File: src/rtl/dest_tracker.sv
// Destination-tag pipeline that mirrors EX/MEM/WB/REG for hazard detection.
// Optional statistics counters are built when DEST_TRACKER_STATS_EN is defined.
module dest_tracker #(
  parameter int unsigned REG_BITS = 3,
  parameter int unsigned CNT_W    = 16
) (
  input  logic                     clk,
  input  logic                     rst,
  input  logic                     issue_valid,
  input  logic                     issue_wb_en,
  input  logic [REG_BITS-1:0]      issue_dest,
  input  logic                     stall,
  input  logic                     flush,
  input  logic                     hold,
  output logic [REG_BITS-1:0]      dest_ex,
  output logic [REG_BITS-1:0]      dest_mem,
  output logic [REG_BITS-1:0]      dest_wb,
  output logic [REG_BITS-1:0]      dest_reg,
  output logic [2**REG_BITS-1:0]   pending_mask,
  output logic                     busy,
  output logic [CNT_W-1:0]         stall_cycles,
  output logic [CNT_W-1:0]         bubble_count
);

  localparam int unsigned NumRegs = 2 ** REG_BITS;

  logic [REG_BITS-1:0] next_tag;

  // Stalled, flushed, non-writing and r0-writing instructions all enter as tag 0.
  always_comb begin
    next_tag = '0;
    if (issue_valid && issue_wb_en && !stall && !flush && (issue_dest != '0)) begin
      next_tag = issue_dest;
    end
  end

  always_ff @(posedge clk) begin
    if (rst) begin
      dest_ex  <= '0;
      dest_mem <= '0;
      dest_wb  <= '0;
      dest_reg <= '0;
    end else if (!hold) begin
      dest_reg <= dest_wb;
      dest_wb  <= dest_mem;
      dest_mem <= dest_ex;
      dest_ex  <= next_tag;
    end
  end

  // Bit 0 stays clear: r0 never represents a pending write.
  always_comb begin
    pending_mask = '0;
    for (int unsigned i = 1; i < NumRegs; i++) begin
      if ((dest_ex == REG_BITS'(i)) || (dest_mem == REG_BITS'(i)) ||
          (dest_wb == REG_BITS'(i)) || (dest_reg == REG_BITS'(i))) begin
        pending_mask[i] = 1'b1;
      end
    end
  end

  assign busy = |pending_mask;

`ifdef DEST_TRACKER_STATS_EN
  logic [CNT_W-1:0] stall_q;
  logic [CNT_W-1:0] bubble_q;
  logic             bubble;

  assign bubble = issue_valid && (stall || flush);

  always_ff @(posedge clk) begin
    if (rst) begin
      stall_q  <= '0;
      bubble_q <= '0;
    end else if (!hold) begin
      if (stall && (stall_q != {CNT_W{1'b1}})) begin
        stall_q <= stall_q + CNT_W'(1);
      end
      if (bubble && (bubble_q != {CNT_W{1'b1}})) begin
        bubble_q <= bubble_q + CNT_W'(1);
      end
    end
  end

  assign stall_cycles = stall_q;
  assign bubble_count = bubble_q;
`else
  assign stall_cycles = '0;
  assign bubble_count = '0;
`endif

endmodule

File: config.mk
export PLATFORM = sky130hd
export DESIGN_NAME = dest_tracker
export DESIGN_NICKNAME = d
export VERILOG_FILES = /design/src/rtl/dest_tracker.sv
export SDC_FILE = /design/constraint.sdc
export NUM_CORES = 1
export LEC_CHECK = 0
export CAP_MARGIN = 20
export CORE_MARGIN = 10
export CORE_UTILIZATION = 30
export CTS_CLUSTER_DIAMETER = 150
export DETAILED_ROUTE_END_ITERATION = 6
export PLACE_DENSITY = 0.78
export SYNTH_ARGS = -nofsm -noshare
export SYNTH_HDL_FRONTEND = slang
export SYNTH_SLANG_ARGS = --single-unit
File: constraint.sdc
create_clock -name clk -period 2 [get_ports clk]
set_clock_uncertainty 0.15 [all_clocks]
set_input_delay 0.4 -clock clk [delete_from_list [all_inputs] [get_ports clk]]
set_output_delay 0.4 -clock clk [all_outputs]
set_load 0.02 [all_outputs]
# == Word level (Yosys, flattened, before mapping) ==
# Cells that the tools add are included.
# W data, S select, Z words.
# word_totals
input_bits,10
elab_cells,69
ff_bits,12
# op_classes
mux,8
eq_ne,28
reduce_logical,29
# op_table
operator,count
$eq A3 B3 Y1 const B,16
$eq A3 B2 Y1 const B,8
$logic_or A1 B1 Y1,21
$eq A3 B1 Y1 const B,4
$mux W1,7
$reduce_or A7 Y1,1
$logic_and A1 B1 Y1,4
$mux W3,1
$reduce_bool A3 Y1,1
$logic_not A1 Y1,2

# == Logic depth before layout (Yosys ltp) ==
# Gate-level depths: netlist of run 1.
# logic_depth
ltp_word,6
depth_mapped,6

# == Worst setup path after synthesis of run 1 ==
# No wires, ideal clock.
# synth_timing
kind,register to output
from,register dest_ex[0]
to,output busy
required_time_ps,1450
n_path_buf,0
stages_incl_launch_ff,5
arrival_ps,1459
path_slack_ps,-9
cell_sequence,dfxtp_1 > nand2b_1 > o221ai_1 > nor3_1 > nand2_1
# synth_between
elab_chain_len,6
word_cells_on_any_way,36
cone_classes,7 x eq/ne; 7 x mux; 22 x reduce/logical
# synth_rtl
item,line,text
from (decl),15,"output logic [REG_BITS-1:0] dest_ex,"
from (signal assigned),47,dest_ex <= next_tag;
$eq A3 B1 Y1,55,if ((dest_ex == REG_BITS'(i)) || (dest_mem == REG_BITS'(i)) ||
$logic_or A1 B1 Y1 (2 in a row),55,
$logic_or A1 B1 Y1,56,(dest_wb == REG_BITS'(i)) || (dest_reg == REG_BITS'(i))) begin
$mux W1,55,
net pending_mask[1],19,"output logic [2**REG_BITS-1:0] pending_mask,"
$reduce_or A7 Y1,62,assign busy = |pending_mask;
to (decl),20,"output logic busy,"
# The timed path passes the listed nets, and every way through them passes these cells.

# == Worst setup path after layout of run 1 ==
# layout_timing
from,register dest_ex[1]
to,output busy
# layout_between
elab_chain_len,6
word_cells_on_any_way,36
cone_classes,7 x eq/ne; 7 x mux; 22 x reduce/logical
# layout_rtl
item,line
$eq A3 B1 Y1 (tied with other cells),55
$logic_or A1 B1 Y1 (2 in a row),55
$logic_or A1 B1 Y1,56
$mux W1,55
$reduce_or A7 Y1 (*),62
# Mark *: on every way between the ends. The rest lies on a longest branch, timed or not.

==> results of run 1 <==
-- cell usage after synthesis --
library cell               number  area [um^2]
sky130_fd_sc_hd__o21a_1         2         15.0
sky130_fd_sc_hd__buf_4         33          248
sky130_fd_sc_hd__o221ai_1       2         17.5
sky130_fd_sc_hd__nor4_1         1         6.26
sky130_fd_sc_hd__clkbuf_1       1         3.75
sky130_fd_sc_hd__nand2b_1       4         25.0
sky130_fd_sc_hd__a22oi_1        3         22.5
sky130_fd_sc_hd__nand3b_1       3         22.5
sky130_fd_sc_hd__mux2i_1        9         90.1
sky130_fd_sc_hd__o32a_2         1         11.3
sky130_fd_sc_hd__inv_1          6         22.5
sky130_fd_sc_hd__nor2_1        14         52.6
sky130_fd_sc_hd__conb_1         1         3.75
sky130_fd_sc_hd__nor3b_1        1         7.51
sky130_fd_sc_hd__o311ai_2       1         16.3
sky130_fd_sc_hd__a21oi_2        1         8.76
sky130_fd_sc_hd__o221ai_2       3         45.0
sky130_fd_sc_hd__nand2_1        7         26.3
sky130_fd_sc_hd__dfxtp_1       12          240
sky130_fd_sc_hd__nand3_1        3         15.0
sky130_fd_sc_hd__nor3_1         1         5.00
sky130_fd_sc_hd__nor3b_2        1         12.5
sky130_fd_sc_hd__clkbuf_2       1         5.00
sky130_fd_sc_hd__o22ai_1        1         6.26
sky130_fd_sc_hd__a21oi_1        1         5.00
sky130_fd_sc_hd__nor4_2         1         12.5
sky130_fd_sc_hd__buf_2          1         5.00
sky130_fd_sc_hd__o32a_1         1         10.0
-- logic make-up (layout without fill, tap and decap cells) --
logic type | count (synthesis) | after routing | synth area share
buffers and inverters | 42 | 68 | 0.296
and+or+nand+nor | 36 | 36 | 0.193
AOI/OAI and AO/OA | 16 | 16 | 0.164
DFF | 12 | 12 | 0.250
muxes | 9 | 9 | 0.0938
other | 1 | 33 | 0.00390
-- final cells by class --
| class | instances | area [um^2] |
|---|---|---|
| Sequential cell | 12 | 267 |
| Multi-Input combinational cell | 94 | 622 |
| Fill cell | 322 | 1560 |
| Tap cell | 44 | 55.1 |
| Timing Repair Buffer | 58 | 494 |
| Clock buffer | 4 | 36.3 |
| Inverter | 6 | 22.5 |
-- cell usage in the layout, fill, tap and decap left out, drive strengths merged, types with 3 or more instances in the layout --
cell type and n:
nand2 7, nand3b 3, o221ai 5, nand2b 4, dlymetal6s2s 4, inv 6
conb 33, nand3 3, mux2i 9, dfxtp 12, a22oi 3, nor2 14
buf 35, clkbuf 6, clkdlybuf4s50 16
-- what timing repair did --
action / CTS / global route
setup buffers: 0 / 4
pin swaps: 0 / 4
resized for setup: 38 / 28
setup endpoints to repair: 17 / 11
-- stage by stage --
| stage | cells | power, mW | cell area, um^2 | hold WS (ps) | TNS, ps |
|---|---|---|---|---|---|
| final | 218 | 0.532 | 1500 | 428 | -94.2 |
| after global routing | 218 | 0.557 | 1500 | 468 | -183 |
| after CTS | 214 | 0.537 | 1390 | 428 | -92.7 |
| after detailed placement | 210 | 0.351 | 1370 | 461 | -947 |
| after global placement | 210 | 0.350 | 1370 | 433 | -731 |
| after floorplan | 148 | 0.369 | 1100 | 322 | 0 |
-- layer usage --
layer  track usage  vias up
met2         0.170       37
met3        0.0460        2
met5             0        -
met1        0.0953      426
met4        0.0297        0
li1              -      451
-- power groups by stage --
stage	Sequential [mW]	Combinational, mW	Clock (mW)
global placement	0.247	0.103	0
detailed placement	0.247	0.104	0
finish	0.235	0.108	0.190
CTS	0.240	0.103	0.195
global route	0.235	0.115	0.207
floorplan	0.248	0.121	0
-- path summary, 6_finish.rpt --
path | endpoint | slack [ps] | depth (start not counted)
worst min-delay path | dest_reg[1]$_SDFFE_PP0N_ | 430 | 2
worst min register to register | dest_reg[1]$_SDFFE_PP0N_ | 430 | 2
worst max-delay path | busy | -90 | 7
worst max register to register | dest_wb[2]$_SDFFE_PP0N_ | 910 | 4
-- worst max-delay path: cells and delay by family, from the launching register on --
kind	cells	cell delay, ps
buf+inv	2	260
flops	1	360
simple gates	4	600
compound gates	1	50
==> out/results.md, run 1 <==
| Step | Item | Reported |
| --- | --- | --- |
| outcome | Outcome | finished with violations |
| outcome | Violated checks | negative setup slack |
| synthesis | Summed instance area of the synthesized netlist | 961 um^2 |
| layout | Final Core Density | 0.490 |
| floorplan | Die Wd | 76.6 um |
| clock tree | Hold-fix buffers at CTS | 0 |
| global routing | First-pass GRT wire length | 4.69 mm |
| place | Worst slack, placed | -282 ps |
| layout | Layout overhead on the synthesized area | 55.7% |
| floorplan | Die Span Y | 76.6 um |
| sta | Number of max-slew violations in the final report | 0 |
| drt | Length of routed met3 wiring | 272 um |
| critical path | Category of the worst setup path launch point | register |
| floorplan | Starting density of the core | 0.315 |
| power | Part of the total power dissipated in combinational logic | 0.202 |
| synthesis | Register bit total from synthesis | 12 |
| power | Switching power | 159 uW |
| synthesis | Number of distinct standard cells referenced by the synthesized netlist | 28 |
| clock tree | Total number of clock tree sinks | 12 |
| clock tree | Maximum number of buffers from clock root to sink | 2 |
| clock tree | Clock tree root driver cell | sky130_fd_sc_hd__clkbuf_4 |
| synthesis | Yosys warning total | 0 |
| drt | DRC violations left | 0 |
| floorplan | Number of rows created at floorplan | 20 |
| power | Largest voltage drop on the vdd net | 0.000227 V |
| sta | Time the worst path needs with I/O delays and setup | 2090 ps |
| layout | Fraction of final layout cells with drive strength greater than 1 | 0.397 |
| drt | Total number of vias | 916 |
| drt | Drt first pass iters | 4 |
| drt | Met2 wire length | 1.58 mm |
| floorplan | Die Area | 5870 um^2 |
| critical path | Type of the setup path with the least slack | register to output pin |
| power | Internal power | 373 uW |
| power | Static Leak | 0.780 nW |
| critical path | Critical-path maximum fanout | 5 |
| drt | M1 wire length | 1.12 mm |
| global routing | Vias in the first global route | 1007 |
| synthesis | Sequential share of the synthesized area | 0.250 |
| critical path | Most used cell, CP | sky130_fd_sc_hd__buf_6 |
| global routing | GRT Total Usage | 0.0954 |
| place | HPWL reported at the end of detailed placement | 2.51 mm |
| critical path | Crit path max-delay cell type | sky130_fd_sc_hd__dfxtp_4 |
| critical path | Worst R2R Start | dest_wb[2]$_SDFFE_PP0N_ |
| clock tree | TritonCTS buffer count | 3 |
| place | I/O Buffers | 29 |
| power | Power per unit of standard cell area | 356 nW/um^2 |
| critical path | Delay of the slowest critical-path stage | 360 ps |
| critical path | Timing startpoint of the critical path | dest_ex[1]$_SDFFE_PP0N_ |
| clock tree | Clock tree from TritonCTS | done |
| sta | Share of the clock period used by the worst path | 1.05 |
| layout | Nets@finish | 185 |
| critical path | Critical path data required time | 1450 ps |
| sta | Count of endpoints failing setup in the final report | 1 |
| global routing | Total congestion overflow after global routing | 0 |
| sta | Max Clock Freq | 478 MHz |
| drt | Post-detailed-routing wire length | 2.99 mm |
| critical path | Nature of the critical path endpoint | output pin |
| layout | Diodes inserted | 0 |
| critical path | Sequence of cells on the critical path | buf_6 -> nand2_4 -> o22ai_2 -> nand3b_1 -> nor4_2 -> nand2_1 -> buf_6 |
| drt | Initial DRC Count | 56 |
| global routing | Pin count of the biggest net entering global routing | 13 |
| clock tree | CTS clk-pin slew, worst paths | 80 ps |
| worst hold path | Type of the tightest min-delay check | register to register |
| drt | Via count normalized by instance count | 4.20 |
| place | Routability-driven placement congestion ratio | 0.851 |
| drt | Highest signal layer in the routed design | met4 |
| floorplan | Core region area | 3050 um^2 |
| sta | Transition time of the tightest slew-check pin | 537 ps |
| clock tree | Clock latency of the later-clocked register in the worst-skew pair | 270 ps |
| drt | Average routed wire per standard cell | 13.7 um |
| clock tree | H-tree levels | 1 |
| critical path | Data arrival time of the worst path | 1540 ps |
| job | Max-cap violations | 0 |
| sta | Worst-case setup margin in the final layout | -94.2 ps |
| sta | Unrepaired setup endpoints after global routing | yes |
| sta | Max transition margin | 0.639 |
| floorplan | Number of top-level pins | 63 |
| drt | Number of routed nets with antenna violations | 0 |
| synthesis | Avg Cell Area, Syn | 8.28 um^2 |
| sta | Final Hold Viols | 0 |
| synthesis | Post-synthesis cell count | 116 |
| global routing | Initial antenna violation count | 0 |
| worst hold path | Worst Hold Launch | dest_wb[1]$_SDFFE_PP0N_ |
| power | Portion of total power attributed to the clock network | 0.357 |
| power | Part of the power in registers | 0.441 |
| power | Share of total power consumed by net switching | 0.299 |
Note: power is estimated with default switching activity, not from simulation.
==> run 2: changes to the inputs <==
Settings changed: ABC_AREA set to 1, PLACE_DENSITY 0.78 to 0.77.
==> out/results.md, run 2 <==
| Step | Item | Reported | vs previous |
| --- | --- | --- | --- |
| sta | Number of max-slew violations in the final report | 0 | unchanged |
| worst hold path | Type of the tightest min-delay check | register to register |  |
| synthesis | Top post-synthesis cells by count | 33 x sky130_fd_sc_hd__buf_4, 27 x sky130_fd_sc_hd__nand3_1, 19 x sky130_fd_sc_hd__inv_1 |  |
| critical path | Sequence of cells on the critical path | buf_4 -> clkdlybuf4s50_1 |  |
| power | Share of total power consumed by net switching | 0.384 | +0.0847 |
| layout | Fraction of final layout cells with drive strength greater than 1 | 0.282 | -0.114 |
| clock tree | Number of gates resized after cts | 27 | -29% |
| synthesis | Avg Cell Area, Syn | 6.39 um^2 | -23% |
| drt | Total number of vias | 1056 | +15% |
| power | Internal power | 443 uW | +19% |
| critical path | Nature of the critical path endpoint | output pin |  |
| critical path | Critical-path maximum fanout | 7 | +2 |
| critical path | Crit path max-delay cell type | sky130_fd_sc_hd__clkdlybuf4s50_1 |  |
| critical path | Depth of the most critical reg-to-reg path | 4 | unchanged |
| clock tree | Maximum number of buffers from clock root to sink | 2 | unchanged |
| power | Switching power | 276 uW | +73% |
| drt | Via count normalized by instance count | 4.17 | -0.66% |
| place | Routability-driven placement congestion ratio | 0.821 | -3.6% |
| critical path | Category of the worst setup path launch point | register |  |
| layout | Most common cell after layout, fill and taps aside | sky130_fd_sc_hd__conb_1 |  |
| drt | Average routed wire per standard cell | 11.4 um | -17% |
| floorplan | Die Area | 5970 um^2 | +1.7% |
| power | Static Leak | 0.760 nW | -2.6% |
| drt | Number of routed nets with antenna violations | 0 | unchanged |
| critical path | Type of the setup path with the least slack | register to output pin |  |
| global routing | Global routing met1 resource utilization | 0.0914 | -0.00395 |
| sta | Worst-case setup margin in the final layout | 66.9 ps | +161 ps |
| synthesis | Ys flop type | sky130_fd_sc_hd__dfxtp_1 |  |
| floorplan | Die Wd | 77.3 um | +0.86% |
| clock tree | Clock tree from TritonCTS | done |  |
| drt | Drt first pass iters | 4 | unchanged |
| floorplan | Number of top-level pins | 63 | unchanged |
| floorplan | Starting density of the core | 0.317 | +0.00218 |
| layout | Number of filler cells placed in the layout | 337 | +4.7% |
| clock tree | Total number of clock tree sinks | 12 | unchanged |
| layout | Nets@finish | 221 | +19% |
| clock tree | Clock tree root driver cell | sky130_fd_sc_hd__clkbuf_4 |  |
| global routing | Met3 Usage GRT | 0.0385 | -0.00753 |
| synthesis | Area share of the largest cell type after synthesis | 0.252 | -0.00590 |
| drt | DRC violations left | 0 | unchanged |
| layout | Layout overhead on the synthesized area | 44.1% |  |
| clock tree | Post-CTS repair timing setup buffer count | 0 | unchanged |
| worst hold path | Cells on Worst Hold Path | 2 | unchanged |
| power | Overall power of the completed layout | 719 uW | +35% |
| sta | Max Clock Freq | 517 MHz | +8.3% |
| critical path | Timing startpoint of the critical path | dest_mem[1]$_SDFFE_PP0N_ |  |
| synthesis | Summed instance area of the synthesized netlist | 983 um^2 | +2.3% |
| floorplan | Core region area | 3100 um^2 | +1.6% |
| global routing | Met2 GRT Util | 0.165 | -0.00535 |
| place | Worst slack, placed | -82.7 ps | +199 ps |
| floorplan | Number of rows created at floorplan | 20 | unchanged |
| clock tree | H-tree levels | 1 | unchanged |
| global routing | Layer with the highest usage after global routing | met2 |  |
| place | HPWL reported at the end of detailed placement | 2.41 mm | -3.8% |
| layout | Diodes inserted | 0 | unchanged |
| sta | Time the worst path needs with I/O delays and setup | 1930 ps | -161 ps |
| clock tree | Clock latency of the later-clocked register in the worst-skew pair | 260 ps | about the same |
| job | Max-cap violations | 0 | unchanged |
| synthesis | Sequential share of the synthesized area | 0.244 | -0.00573 |
| critical path | CP Capture Point | dest_mem[1] |  |
| sta | Final Hold Viols | 0 | unchanged |
| global routing | Initial antenna violation count | 0 | unchanged |
| synthesis | Number of distinct standard cells referenced by the synthesized netlist | 14 | -50% |
| synthesis | Fraction of registers with async set/reset | 0 | unchanged |
| critical path | Data arrival time of the worst path | 1380 ps | -160 ps |
| global routing | Vias in the first global route | 1053 | +4.6% |
| global routing | Pin count of the biggest net entering global routing | 13 | unchanged |
| synthesis | Post-synth EDFFs | 0 | unchanged |
| power | Part of the total power dissipated in combinational logic | 0.430 | +0.228 |
| layout | Commonest non-fill, non-tap cells in the layout | 33 x sky130_fd_sc_hd__conb_1, 27 x sky130_fd_sc_hd__nand3_1, 27 x sky130_fd_sc_hd__buf_4 |  |
| critical path | Reg-to-reg endpoint | dest_reg[0]$_SDFFE_PP0N_ |  |
| power | Largest voltage drop on the vdd net | 0.000193 V | -15% |
| power | Power per unit of standard cell area | 507 nW/um^2 | +43% |
| critical path | Register-to-register setup slack | 960 ps | +50 ps |
| synthesis | Yosys warning total | 0 | unchanged |
| clock tree | Hold-fix buffers at CTS | 0 | unchanged |
| place | I/O Buffers | 29 | unchanged |
| clock tree | TritonCTS buffer count | 3 | unchanged |
| synthesis | Cell types with the largest area share after synthesis | sky130_fd_sc_hd__buf_4 25%, sky130_fd_sc_hd__dfxtp_1 24%, sky130_fd_sc_hd__nand3_1 14%, sky130_fd_sc_hd__inv_1 7.3%, sky130_fd_sc_hd__nand2_1 6.9% |  |
| sta | Unrepaired setup endpoints after global routing | yes |  |
| global routing | First-pass GRT wire length | 4.60 mm | -2.1% |
| critical path | Worst R2R Start | dest_wb[0]$_SDFFE_PP0N_ |  |
| critical path | Delay of the slowest critical-path stage | 600 ps | +240 ps |
| drt | Post-detailed-routing wire length | 2.89 mm | -3.4% |
| drt | Initial DRC Count | 39 | -30% |
| synthesis | Post-synthesis cell count | 154 | +33% |
| outcome | Outcome | finished, final reports clean |  |
| sta | Count of endpoints failing setup in the final report | 0 | -1 |
| synthesis | Most numerous cell in the Yosys netlist | sky130_fd_sc_hd__buf_4 |  |
| global routing | Total congestion overflow after global routing | 0 | unchanged |
| floorplan | Die Span Y | 77.3 um | +0.86% |
| synthesis | Largest area contributor in the netlist | sky130_fd_sc_hd__buf_4 |  |
| critical path | Critical path data required time | 1450 ps | about the same |
| clock tree | CTS clk-pin slew, worst paths | 70 ps | about the same |
| power | Portion of total power attributed to the clock network | 0.193 | -0.164 |
| sta | Share of the clock period used by the worst path | 0.967 | -0.0806 |
| power | Part of the power in registers | 0.377 | -0.064 |
| synthesis | Register bit total from synthesis | 12 | unchanged |
| global routing | GRT Total Usage | 0.0893 | -0.00610 |
==> run 2: worst max-delay path, delay by kind of cell (launching register included) <==
family	cells	cell delay [ps]
buf+inv	2	730
flops	1	390
==> run 2: cell type report <==
class,instances,area [um^2],share of cell area
Inverter,23,86.3,0.0609
Tap cell,44,55.1,0.0388
Clock buffer,3,22.5,0.0159
Multi-Input combinational cell,115,520,0.367
Timing Repair Buffer,56,459,0.324
Sequential cell,12,274,0.193
==> run 2: metal layers <==
metal	wire length, um	up-vias
li1	-	544
met1	1160	472
met2	1470	40
met3	266	0
met4	0	0
met5	0	-
==> run 2: cells by family after synthesis <==
group,Yosys count,share of synthesized area
buffers and inverters,59,0.354
AOI/OAI and AO/OA,24,0.122
DFF,12,0.244
other,1,0.00381
and+or+nand+nor,58,0.276
==> run 2: worst min-delay path by stage <==
stage,from,end,slack [ps]
2_1_floorplan,issue_dest[0],dest_ex[0]$_SDFFE_PP0N_,410
3_3_place_gp,dest_reg[1]$_SDFFE_PP0N_,dest_reg[1]$_SDFFE_PP0N_,410
3_5_place_dp,dest_reg[1]$_SDFFE_PP0N_,dest_reg[1]$_SDFFE_PP0N_,410
4_1_cts,dest_reg[1]$_SDFFE_PP0N_,dest_reg[1]$_SDFFE_PP0N_,400
5_1_grt,dest_reg[1]$_SDFFE_PP0N_,dest_reg[1]$_SDFFE_PP0N_,450
6_report,dest_reg[1]$_SDFFE_PP0N_,dest_reg[1]$_SDFFE_PP0N_,410
==> run 2: power groups by stage <==
| stage | registers [mW] | clock network [mW] | logic (mW) |
|---|---|---|---|
| 2_1_floorplan | 0.297 | 0 | 0.201 |
| 3_3_place_gp | 0.278 | 0 | 0.319 |
| 3_5_place_dp | 0.279 | 0 | 0.321 |
| 4_1_cts | 0.275 | 0.145 | 0.313 |
| 5_1_grt | 0.275 | 0.160 | 0.339 |
| 6_report | 0.271 | 0.139 | 0.309 |
==> run 2: stage by stage <==
stage / util / instances / hold WS [ps] / setup TNS (ps) / cell area (um^2)
floorplan: - / 186 / 415 / 0 / 1100
global placement: 0.448 / 250 / 407 / -74.7 / 1390
detailed placement: 0.448 / 250 / 409 / -100 / 1390
CTS: 0.461 / 253 / 405 / 0 / 1430
global route: 0.457 / 253 / 453 / -31.4 / 1420
finish: 0.457 / 253 / 413 / 0 / 1420
==> run 3: changes to the inputs <==
Settings changed: RECOVER_POWER set to 50.
==> out/results.md, run 3 (synthesis results as in run 2) <==
| Step | Item | Reported | vs previous |
| --- | --- | --- | --- |
| layout | Register area | 274 um^2 | unchanged |
| critical path | Crit path max-delay cell type | sky130_fd_sc_hd__clkdlybuf4s50_1 |  |
| layout | Fraction of final layout cells with drive strength greater than 1 | 0.278 | -0.00478 |
| clock tree | H-tree levels | 1 | unchanged |
| layout | Final cell count without fillers | 253 | unchanged |
| place | Placed Cells | 250 | unchanged |
| layout | Diodes inserted | 0 | unchanged |
| global routing | Vias in the first global route | 1053 | unchanged |
| sta | Share of the clock period used by the worst path | 0.966 | about the same |
| sta | Final Hold Viols | 0 | unchanged |
| critical path | Sequence of cells on the critical path | buf_4 -> clkdlybuf4s50_1 |  |
| critical path | Type of the setup path with the least slack | register to output pin |  |
| power | Static Leak | 0.744 nW | -2.1% |
| place | Routability-driven placement congestion ratio | 0.821 | unchanged |
| drt | Post-detailed-routing wire length | 2.89 mm | about the same |
| layout | Commonest non-fill, non-tap cells in the layout | 33 x sky130_fd_sc_hd__conb_1, 27 x sky130_fd_sc_hd__nand3_1, 26 x sky130_fd_sc_hd__buf_4 |  |
| clock tree | Clock tree root driver cell | sky130_fd_sc_hd__clkbuf_4 |  |
| critical path | Critical-path maximum fanout | 7 | unchanged |
| clock tree | Clock latency of the later-clocked register in the worst-skew pair | 260 ps | about the same |
| global routing | GRT Total Usage | 0.0893 | unchanged |
| layout | Number of filler cells placed in the layout | 340 | +0.89% |
| clock tree | CTS clk-pin slew, worst paths | 70 ps | about the same |
| floorplan | Number of rows created at floorplan | 20 | unchanged |
| global routing | First-pass GRT wire length | 4.60 mm | unchanged |
| clock tree | Clock tree from TritonCTS | done |  |
| drt | Via count normalized by instance count | 4.13 | -0.95% |
| layout | Final Core Density | 0.453 | -0.00403 |
| drt | Drt first pass iters | 4 | unchanged |
| drt | DRC violations left | 0 | unchanged |
| clock tree | Maximum number of buffers from clock root to sink | 2 | unchanged |
| critical path | Nature of the critical path endpoint | output pin |  |
| clock tree | Post-CTS repair timing setup buffer count | 0 | unchanged |
| floorplan | Die Area | 5970 um^2 | unchanged |
| drt | Number of routed nets with antenna violations | 0 | unchanged |
| critical path | Category of the worst setup path launch point | register |  |
| sta | Count of endpoints failing setup in the final report | 0 | unchanged |
| place | I/O Buffers | 29 | unchanged |
| critical path | Data arrival time of the worst path | 1380 ps | about the same |
| floorplan | Core region area | 3100 um^2 | unchanged |
| place | HPWL reported at the end of detailed placement | 2.41 mm | unchanged |
| floorplan | Die Wd | 77.3 um | unchanged |
| layout | Most common cell after layout, fill and taps aside | sky130_fd_sc_hd__conb_1 |  |
| critical path | Critical path data required time | 1450 ps | about the same |
| sta | Time the worst path needs with I/O delays and setup | 1930 ps | -0.538 ps |
| global routing | Total congestion overflow after global routing | 0 | unchanged |
| drt | Initial DRC Count | 50 | +28% |
| drt | Total number of vias | 1046 | -0.95% |
| clock tree | TritonCTS buffer count | 3 | unchanged |
| power | Largest voltage drop on the vdd net | 0.000193 V | about the same |
| layout | Layout overhead on the synthesized area | 42.9% |  |
| sta | Worst hold slack | 409 ps | -4.66 ps |
| power | Power per unit of standard cell area | 510 nW/um^2 | +0.41% |
| sta | Number of max-slew violations in the final report | 0 | unchanged |
| critical path | Delay of the slowest critical-path stage | 600 ps | about the same |
| layout | Nets@finish | 221 | unchanged |
| global routing | Initial antenna violation count | 0 | unchanged |
| job | Max-cap violations | 0 | unchanged |
| layout | Combined area of the multi-input logic cells | 520 um^2 | unchanged |
| drt | Average routed wire per standard cell | 11.4 um | about the same |
| floorplan | Number of top-level pins | 63 | unchanged |
| sta | Unrepaired setup endpoints after global routing | yes |  |
| floorplan | Starting density of the core | 0.317 | unchanged |
| global routing | Pin count of the biggest net entering global routing | 13 | unchanged |
| sta | Max Clock Freq | 517 MHz | about the same |
| outcome | Outcome | finished, final reports clean |  |
| clock tree | Total number of clock tree sinks | 12 | unchanged |
| worst hold path | Type of the tightest min-delay check | register to register |  |
| floorplan | Die Span Y | 77.3 um | unchanged |
==> run 3: cell count changes in the layout (fill, tap and decap cells not counted) <==
cell,change
sky130_fd_sc_hd__clkdlybuf4s50_1,-4
sky130_fd_sc_hd__dlygate4sd3_1,+4
sky130_fd_sc_hd__clkbuf_1,+2
sky130_fd_sc_hd__buf_4,-1
sky130_fd_sc_hd__dlymetal6s2s_1,-1
==> run 3: timing repair <==
| item | CTS | global route |
|---|---|---|
| pin swaps | 0 | 0 |
| resized for setup | 27 | 19 |
| hold endpoints to repair | 0 | 0 |
| hold buffers | 0 | 0 |
| setup endpoints to repair | 14 | 8 |
==> run 3: cell type report <==
type,count,area share
Tap cell,44,0.0392
Multi-Input combinational cell,115,0.370
Timing Repair Buffer,56,0.318
Inverter,23,0.0614
Sequential cell,12,0.195
Clock buffer,3,0.0160
==> run 3: path summary, 6_finish.rpt <==
| path | from | to | slack (ps) | depth (start not counted) |
|---|---|---|---|---|
| min | dest_reg[1]$_SDFFE_PP0N_ | dest_reg[1]$_SDFFE_PP0N_ | 410 | 2 |
| max | dest_mem[1]$_SDFFE_PP0N_ | dest_mem[1] | 70 | 2 |
| min reg2reg | dest_reg[1]$_SDFFE_PP0N_ | dest_reg[1]$_SDFFE_PP0N_ | 410 | 2 |
| max reg2reg | dest_wb[0]$_SDFFE_PP0N_ | dest_reg[0]$_SDFFE_PP0N_ | 950 | 4 |
==> run 3: worst max-delay path, delay by kind of cell (launching register included) <==
family	cells	cell delay, ps
DFF	1	390
buffers and inverters	2	730
==> run 3: routing by layer <==
metal | global-route usage | part of all wire | wire length (um)
met1 | 0.0914 | 0.41 | 1190
met3 | 0.0385 | 0.083 | 240
met2 | 0.165 | 0.50 | 1460
met4 | 0.0164 | 0 | 0
met5 | 0 | 0 | 0
==> run 3: power breakdown <==
| group | leakage [nW] | switching, mW | internal (mW) |
|---|---|---|---|
| Sequential | 0.105 | 0.0207 | 0.251 |
| Combinational | 0.625 | 0.186 | 0.119 |
| Clock | 0.0138 | 0.0697 | 0.0693 |
==> run 3: metrics by stage <==
stage | worst slack [ps] | power, mW | TNS, ps | cell area, um^2
floorplan | 172 | 0.498 | 0 | 1100
global placement | -67.5 | 0.597 | -74.7 | 1390
detailed placement | -82.7 | 0.600 | -100 | 1390
CTS | 2.13 | 0.733 | 0 | 1430
global route | -31.4 | 0.770 | -31.4 | 1410
finish | 67.5 | 0.716 | 0 | 1410
